**src/rtl/jtopl_wrsched_if.sv**
```systemverilog
// Write-scheduler bus bundle: two requester write ports, the clock enable and the
// chip-side write port of jtopl_wrsched.
//   master : requester/chip-side environment (drives cen, req*, reg*, val*)
//   slave  : the scheduler (drives ack*, write, addr, dout, busy)
interface jtopl_wrsched_if;
  logic       cen;
  logic       req0;
  logic [7:0] reg0;
  logic [7:0] val0;
  logic       ack0;
  logic       req1;
  logic [7:0] reg1;
  logic [7:0] val1;
  logic       ack1;
  logic       write;
  logic       addr;
  logic [7:0] dout;
  logic       busy;

  modport master (
    output cen, req0, reg0, val0, req1, reg1, val1,
    input  ack0, ack1, write, addr, dout, busy
  );

  modport slave (
    input  cen, req0, reg0, val0, req1, reg1, val1,
    output ack0, ack1, write, addr, dout, busy
  );
endinterface

```
**src/rtl/jtopl_wrsched.sv**
```systemverilog
// Register-write scheduler for an OPL-style chip port. Two requesters are
// arbitrated round-robin; each accepted transaction issues an address-port write
// (skipped when the register number matches the last one written), waits WAIT_ADR
// cen ticks, issues a data-port write and waits WAIT_DAT cen ticks before the
// next grant.
// Ports:
//   clk, rst : clock and synchronous active-high reset
//   bus      : slave side of jtopl_wrsched_if (cen, req/reg/val/ack x2,
//              write/addr/dout chip port, busy)
module jtopl_wrsched #(
  parameter int unsigned WAIT_ADR = 12,
  parameter int unsigned WAIT_DAT = 84
) (
  input logic            clk,
  input logic            rst,
  jtopl_wrsched_if.slave bus
);

  localparam logic [7:0] WaitAdr = 8'(WAIT_ADR);
  localparam logic [7:0] WaitDat = 8'(WAIT_DAT);

  typedef enum logic [2:0] {StIdle, StAdr, StWadr, StDat, StWdat} state_e;

  state_e     state_q, state_d;
  logic [7:0] cnt_q, cnt_d;
  logic       last_gnt_q, last_gnt_d;
  logic       skip_ok_q, skip_ok_d;
  logic [7:0] last_reg_q, last_reg_d;
  logic [7:0] lat_reg_q, lat_reg_d;
  logic [7:0] lat_val_q, lat_val_d;
  logic       write_q, write_d;
  logic       addr_q, addr_d;
  logic [7:0] dout_q, dout_d;
  logic       ack0, ack1, gnt1;
  logic [7:0] sel_reg, sel_val;

  always_comb begin
    state_d    = state_q;
    cnt_d      = cnt_q;
    last_gnt_d = last_gnt_q;
    skip_ok_d  = skip_ok_q;
    last_reg_d = last_reg_q;
    lat_reg_d  = lat_reg_q;
    lat_val_d  = lat_val_q;
    write_d    = 1'b0;
    addr_d     = addr_q;
    dout_d     = dout_q;
    ack0       = 1'b0;
    ack1       = 1'b0;
    gnt1       = 1'b0;
    sel_reg    = bus.reg0;
    sel_val    = bus.val0;

    unique case (state_q)
      StIdle: begin
        // Ack is suppressed during reset so an aborted cycle never accepts a request.
        if (!rst && (bus.req0 || bus.req1)) begin
          gnt1       = bus.req1 && (!bus.req0 || !last_gnt_q);
          sel_reg    = gnt1 ? bus.reg1 : bus.reg0;
          sel_val    = gnt1 ? bus.val1 : bus.val0;
          ack0       = !gnt1;
          ack1       = gnt1;
          last_gnt_d = gnt1;
          lat_reg_d  = sel_reg;
          lat_val_d  = sel_val;
          // Outputs are registered, so the strobe for the next state is set up here.
          write_d    = 1'b1;
          if (skip_ok_q && (sel_reg == last_reg_q)) begin
            state_d = StDat;
            addr_d  = 1'b1;
            dout_d  = sel_val;
          end else begin
            state_d = StAdr;
            addr_d  = 1'b0;
            dout_d  = sel_reg;
          end
        end
      end
      StAdr: begin
        last_reg_d = lat_reg_q;
        skip_ok_d  = 1'b1;
        cnt_d      = WaitAdr;
        state_d    = StWadr;
      end
      StWadr: begin
        if (cnt_q == 8'd0) begin
          state_d = StDat;
          write_d = 1'b1;
          addr_d  = 1'b1;
          dout_d  = lat_val_q;
        end else if (bus.cen) begin
          cnt_d = cnt_q - 8'd1;
        end
      end
      StDat: begin
        cnt_d   = WaitDat;
        state_d = StWdat;
      end
      StWdat: begin
        if (cnt_q == 8'd0) begin
          state_d = StIdle;
        end else if (bus.cen) begin
          cnt_d = cnt_q - 8'd1;
        end
      end
      default: state_d = StIdle;
    endcase
  end

  always_ff @(posedge clk) begin
    if (rst) begin
      state_q    <= StIdle;
      cnt_q      <= 8'd0;
      last_gnt_q <= 1'b1;  // requester 0 wins the first contention
      skip_ok_q  <= 1'b0;
      last_reg_q <= 8'd0;
      lat_reg_q  <= 8'd0;
      lat_val_q  <= 8'd0;
      write_q    <= 1'b0;
      addr_q     <= 1'b0;
      dout_q     <= 8'd0;
    end else begin
      state_q    <= state_d;
      cnt_q      <= cnt_d;
      last_gnt_q <= last_gnt_d;
      skip_ok_q  <= skip_ok_d;
      last_reg_q <= last_reg_d;
      lat_reg_q  <= lat_reg_d;
      lat_val_q  <= lat_val_d;
      write_q    <= write_d;
      addr_q     <= addr_d;
      dout_q     <= dout_d;
    end
  end

  assign bus.ack0  = ack0;
  assign bus.ack1  = ack1;
  assign bus.write = write_q;
  assign bus.addr  = addr_q;
  assign bus.dout  = dout_q;
  assign bus.busy  = (state_q != StIdle);

endmodule

```
**src/flat_wrapper.sv**
```systemverilog
// flat-port wrapper written by rule: the top's interface ports become plain ports
module jtopl_wrsched_flat 
#(
  parameter int unsigned WAIT_ADR = 12,
  parameter int unsigned WAIT_DAT = 84
)
  (clk, rst, bus_cen, bus_req0, bus_reg0, bus_val0, bus_req1, bus_reg1, bus_val1, bus_ack0, bus_ack1, bus_write, bus_addr, bus_dout, bus_busy);
  jtopl_wrsched_if bus_i ();
  input logic clk;
  input logic rst;
  input wire logic [$bits(bus_i.cen)-1:0] bus_cen;
  input wire logic [$bits(bus_i.req0)-1:0] bus_req0;
  input wire logic [$bits(bus_i.reg0)-1:0] bus_reg0;
  input wire logic [$bits(bus_i.val0)-1:0] bus_val0;
  input wire logic [$bits(bus_i.req1)-1:0] bus_req1;
  input wire logic [$bits(bus_i.reg1)-1:0] bus_reg1;
  input wire logic [$bits(bus_i.val1)-1:0] bus_val1;
  output wire logic [$bits(bus_i.ack0)-1:0] bus_ack0;
  output wire logic [$bits(bus_i.ack1)-1:0] bus_ack1;
  output wire logic [$bits(bus_i.write)-1:0] bus_write;
  output wire logic [$bits(bus_i.addr)-1:0] bus_addr;
  output wire logic [$bits(bus_i.dout)-1:0] bus_dout;
  output wire logic [$bits(bus_i.busy)-1:0] bus_busy;
  assign bus_i.cen = bus_cen;
  assign bus_i.req0 = bus_req0;
  assign bus_i.reg0 = bus_reg0;
  assign bus_i.val0 = bus_val0;
  assign bus_i.req1 = bus_req1;
  assign bus_i.reg1 = bus_reg1;
  assign bus_i.val1 = bus_val1;
  assign bus_ack0 = bus_i.ack0;
  assign bus_ack1 = bus_i.ack1;
  assign bus_write = bus_i.write;
  assign bus_addr = bus_i.addr;
  assign bus_dout = bus_i.dout;
  assign bus_busy = bus_i.busy;
  jtopl_wrsched #(.WAIT_ADR(WAIT_ADR), .WAIT_DAT(WAIT_DAT)) u_core (.clk(clk), .rst(rst), .bus(bus_i));
endmodule
```
**config.mk**
```make
export PLATFORM = sky130hd
export DESIGN_NAME = jtopl_wrsched_flat
export DESIGN_NICKNAME = d
export VERILOG_FILES = /design/src/rtl/jtopl_wrsched_if.sv /design/src/rtl/jtopl_wrsched.sv /design/src/flat_wrapper.sv
export SDC_FILE = /design/constraint.sdc
export NUM_CORES = 1
export LEC_CHECK = 0
export ABC_AREA = 1
export BUFFER_PORTS_ARGS = -buffer_cell sky130_fd_sc_hd__buf_4
export CORE_ASPECT_RATIO = 1.4
export CORE_MARGIN = 8
export CORE_UTILIZATION = 50
export DETAILED_ROUTE_END_ITERATION = 8
export PLACE_DENSITY_LB_ADDON = 0.05
export SETUP_SLACK_MARGIN = 0.02
export SLEW_MARGIN = 10
export SYNTH_ARGS = -nofsm -noshare
export SYNTH_HDL_FRONTEND = slang
export SYNTH_SLANG_ARGS = --single-unit
```
**constraint.sdc**
```tcl
create_clock -name clk -period 2.5 [get_ports clk]
set_clock_uncertainty 0.1 [all_clocks]
set_input_delay 0.25 -clock clk [delete_from_list [all_inputs] [get_ports clk]]
set_output_delay 0.25 -clock clk [all_outputs]
set_load 0.005 [all_outputs]
```
==> results list <==
- The run finished with clean final reports.
- The critical path is of the reg -> out type.
* Area share of fa/ha/maj cells after synthesis: 0.4953%
- Antenna diode instance count: 0
- In the routed layout, each cell is associated on average with a via count of between 5 and 6.
* Critical path fanouts, max: 15
- Flip-flop and latch count after synthesis: between 40 and 50
* Share of final-layout standard cells stronger than drive strength 1: about a quarter
- In the synthesized netlist, the number of instances is 354.
- Xor-xnor portion of the synthesized cell area: less than 1%
- Of the post-synthesis cell area, the part taken by muxes is 3.318%.
* Antenna violations before repair: 0
- 1st-pass router iterations: 4
* Maximum number of pins on one net before global-route repair: 27
* Clock tree from TritonCTS: done
- Synthesis Warnings: 0
- For this run, the leading register cell type out of synthesis is sky130_fd_sc_hd__dfxtp_1.
- Mean instance size in the synthesized netlist: 7.136 um2
- The first global-routing pass estimated ~11,000 um of wire.
- The top cell type by area accounts for 37.25% of the synthesized area.
- Summed over all layers, the global routing overflow is 0.
* Synthesized netlist net count: 392
- For the pin with the worst max-slew slack, the measured transition is between 400 and 500 ps.
- The HPWL after detailed placement is a little under 5000 um.
* Post-synthesis compound-gate area fraction: 19.32%
- NumNets Final: approximately 440
- Power comes to around 3.1 mW.
- Once detail routing completed, the nets flagged for antenna violations numbered 0.
* Worst path required time: 2150 ps
* Shortest period the worst path allows: 2143 ps
- Hold violation count in the final report: 0
- Peak per-stage delay on the critical path: between 300 and 400 ps
* Number of resized instances in the post-cts repair step: 0
- The signal on the critical path passes through nor2_2 > nand2_1 > nor2_1 > inv_1 > a21oi_1 > buf_4.
- Number of DRC markers after the initial detailed-route iteration: approximately 140
- By area, the combinational part of the netlist is dominated by simple AND/OR/NAND/NOR gates.
- Routed wire length: between 6000 and 7000 um
- Number of input and output port buffers inserted: a little under 50
- Dominant cells by area after synthesis: sky130_fd_sc_hd__dfxtp_1 37%, sky130_fd_sc_hd__nand2_1 9.4%, sky130_fd_sc_hd__nand3_1 7.5%
* Final-layout setup total negative slack: 0 ps
- Distinct cell type count of the synthesized netlist: 33
* Clock latency at the later pin of the worst-skew pair: roughly 300 ps
- The number of hold buffers added after CTS was 0.
- The final count of pins violating max slew was 0.
* Peak supply drop: roughly 0.65 mV
* Share of the clock period used by the worst path after layout: between 80 and 90%
- The number of global-route vias before repair came to 2,332.
- 50 I/O pins were placed.
* Master of the slowest instance on the critical path: sky130_fd_sc_hd__dfxtp_1
* Worst hold path type: in -> reg
- At the end of the flow the core is filled with cells to approximately 62%.
* Peak clock frequency supported by timing: between 400 and 500 MHz
- Area grow syn2layout: 19.66%
- Horizontal die dimension: between 70 and 80 um
* Leakage power total: 1.435 nW
- Tightest slew margin relative to the limit: just under 70%
- The floorplan step defined a core boundary enclosing 0.004842 mm2.
* Fraction of the mapped netlist area in simple logic gates: roughly 30%
* GR Util All Layers: between 10% and 20%
- Clk pin slew, worst setup/hold paths: roughly 80 ps
- For this block, the via count after detailed routing is ~2,400.
* Leading area contributor after synthesis: sky130_fd_sc_hd__dfxtp_1
- Global placement routability congestion: roughly 0.86
- Pwr dens: roughly 1000 mW/mm2
- The worst setup path is launched from a flip-flop.
* Effective utilization at floorplan: between 50% and 60%
- Die Area: between 0.007 and 0.008 mm2
- Number of enable flip-flop cells after synthesis: 0
* Clock buffers created by TritonCTS: 5
- After synthesis, the share of flip-flops with an asynchronous set or reset is 0%.
* Clock root buffer: sky130_fd_sc_hd__clkbuf_8
- The worst setup path is captured at an output pin.
- After synthesis, flip-flops and latches occupy 37.25% of the total area.
- Area of the mapped netlist: 0.002526 mm2
- The tree built by TritonCTS fans out to 47 sinks.
* Number of standard-cell rows in the floorplan: 30
* Number of levels the H-tree was split into: 2
- Data on the critical path arrives at its endpoint at between 1500 and 2000 ps.
- Once the clock tree was built, the setup fixing pass inserted 0 buffers.
* Maximum buffer depth of the clock tree: 2
- Across the run, the number of max-cap violations was 0.
- Remaining routing DRC violations: 0
- Die Y-Extent: between 100 and 150 um
- Setup repair after global routing left no endpoint under its margin.
- Setup violations remaining at the end of the flow were counted as 0.
- Post-DR wirelength/cell: 13.96 um
[registers in the layout (all words and copies together), names as in the netlist]
name               count
u_core.last_gnt_q      1
u_core.last_reg_q      8
u_core.cnt_q           8
u_core.bus.write       1
u_core.lat_val_q       8
u_core.state_q         3
u_core.bus.dout        8
u_core.bus.addr        1
u_core.skip_ok_q       1
u_core.lat_reg_q       8
[worst paths after layout]
| path | startpoint | to | slack [ps] | depth (start not counted) |
|---|---|---|---|---|
| hold / removal | rst | u_core.cnt_q[2] | 130 | 2 |
| hold reg to reg | u_core.lat_reg_q[1] | u_core.lat_reg_q[1] | 370 | 2 |
| setup reg to reg | u_core.last_gnt_q | u_core.bus.dout[6] | 370 | 14 |
| setup / recovery | u_core.state_q[2] | bus_ack0 | 360 | 6 |
[routing by layer]
layer | part of all wire (%) | GRT usage [%] | vias up
met4 | 1.1 | 4.903 | 0
met5 | 0 | 0 | -
met3 | 6.7 | 4.383 | 6
li1 | - | - | 1268
met1 | 45 | 20.05 | 1097
met2 | 47 | 29.56 | 71
[Yosys cell counts (2+ instances only)]
master and instances:
sky130_fd_sc_hd__nand2_1 63, sky130_fd_sc_hd__nand3_1 38, sky130_fd_sc_hd__a31oi_1 7, sky130_fd_sc_hd__o31ai_1 3, sky130_fd_sc_hd__nor2_2 2, sky130_fd_sc_hd__nor2_1 20
sky130_fd_sc_hd__dfxtp_1 47, sky130_fd_sc_hd__mux2i_1 5, sky130_fd_sc_hd__o21ai_2 4, sky130_fd_sc_hd__buf_2 2, sky130_fd_sc_hd__a21oi_1 37, sky130_fd_sc_hd__nand4_1 5
sky130_fd_sc_hd__buf_6 3, sky130_fd_sc_hd__nor2_4 2, sky130_fd_sc_hd__nand2_2 10, sky130_fd_sc_hd__clkbuf_1 7, sky130_fd_sc_hd__o21ai_1 6, sky130_fd_sc_hd__nand2_4 5
sky130_fd_sc_hd__nand3b_1 2, sky130_fd_sc_hd__inv_1 39, sky130_fd_sc_hd__mux2_2 3, sky130_fd_sc_hd__o21ai_0 31, sky130_fd_sc_hd__inv_2 3
[cell type report]
| type | instances | area (um2) |
|---|---|---|
| fillers | 480 | 1819 |
| well taps | 64 | 80.08 |
| clock buffers | 5 | 68.82 |
| clock inverters | 3 | 18.77 |
| flip-flops and latches | 47 | 940.9 |
| multi-input cells | 251 | 1346 |
| repair buffers | 53 | 410.4 |
| inverters | 42 | 157.7 |
[layout by cell type, fill, tap and decap left out, types with 4 or more instances in the layout]
cell type / synthesis / routed
sky130_fd_sc_hd__nand2_2: 10 / 10
sky130_fd_sc_hd__clkbuf_8: 0 / 5
sky130_fd_sc_hd__nand3_1: 38 / 38
sky130_fd_sc_hd__a21oi_1: 37 / 37
sky130_fd_sc_hd__mux2i_1: 5 / 5
sky130_fd_sc_hd__buf_4: 1 / 52
sky130_fd_sc_hd__nor2_1: 20 / 20
sky130_fd_sc_hd__nand2_1: 63 / 63
sky130_fd_sc_hd__inv_1: 39 / 39
sky130_fd_sc_hd__o21ai_0: 31 / 31
sky130_fd_sc_hd__a31oi_1: 7 / 7
sky130_fd_sc_hd__o21ai_1: 6 / 6
sky130_fd_sc_hd__nand4_1: 5 / 5
sky130_fd_sc_hd__nand2_4: 5 / 5
sky130_fd_sc_hd__o21ai_2: 4 / 4
sky130_fd_sc_hd__dfxtp_1: 47 / 47
[where the power goes]
group / leakage (nW) / internal [mW] / switching, mW / total (mW)
Combinational: 0.999 / 0.553 / 0.941 / 1.49
Sequential: 0.388 / 1.02 / 0.156 / 1.17
Clock: 0.0483 / 0.197 / 0.263 / 0.461
[cells by family after synthesis]
logic type,count (synthesis)
AOI/OAI and AO/OA,90
xor gates and xnor gates,1
adders and majority gates,1
buffers and inverters,56
DFF,47
muxes,8
and+or+nand+nor,151
[through the flow]
step,setup slack [ps],std cells,hold slack (ps),instance area (um2)
2_1_floorplan,629.6,354,316.9,2526
3_3_place_gp,403.5,457,353.7,2935
3_5_place_dp,384.3,457,357.0,2935
4_1_cts,350.8,465,124.4,3023
5_1_grt,147.0,465,131.1,3023
6_report,356.7,465,129.9,3023
[critical path, delay by kind of cell, from the launching register on]
kind	cells	cell delay, ps
compound gates	1	230
buf+inv	2	360
simple gates	3	530
flops	1	370
Power figures use the tool's default switching activity.
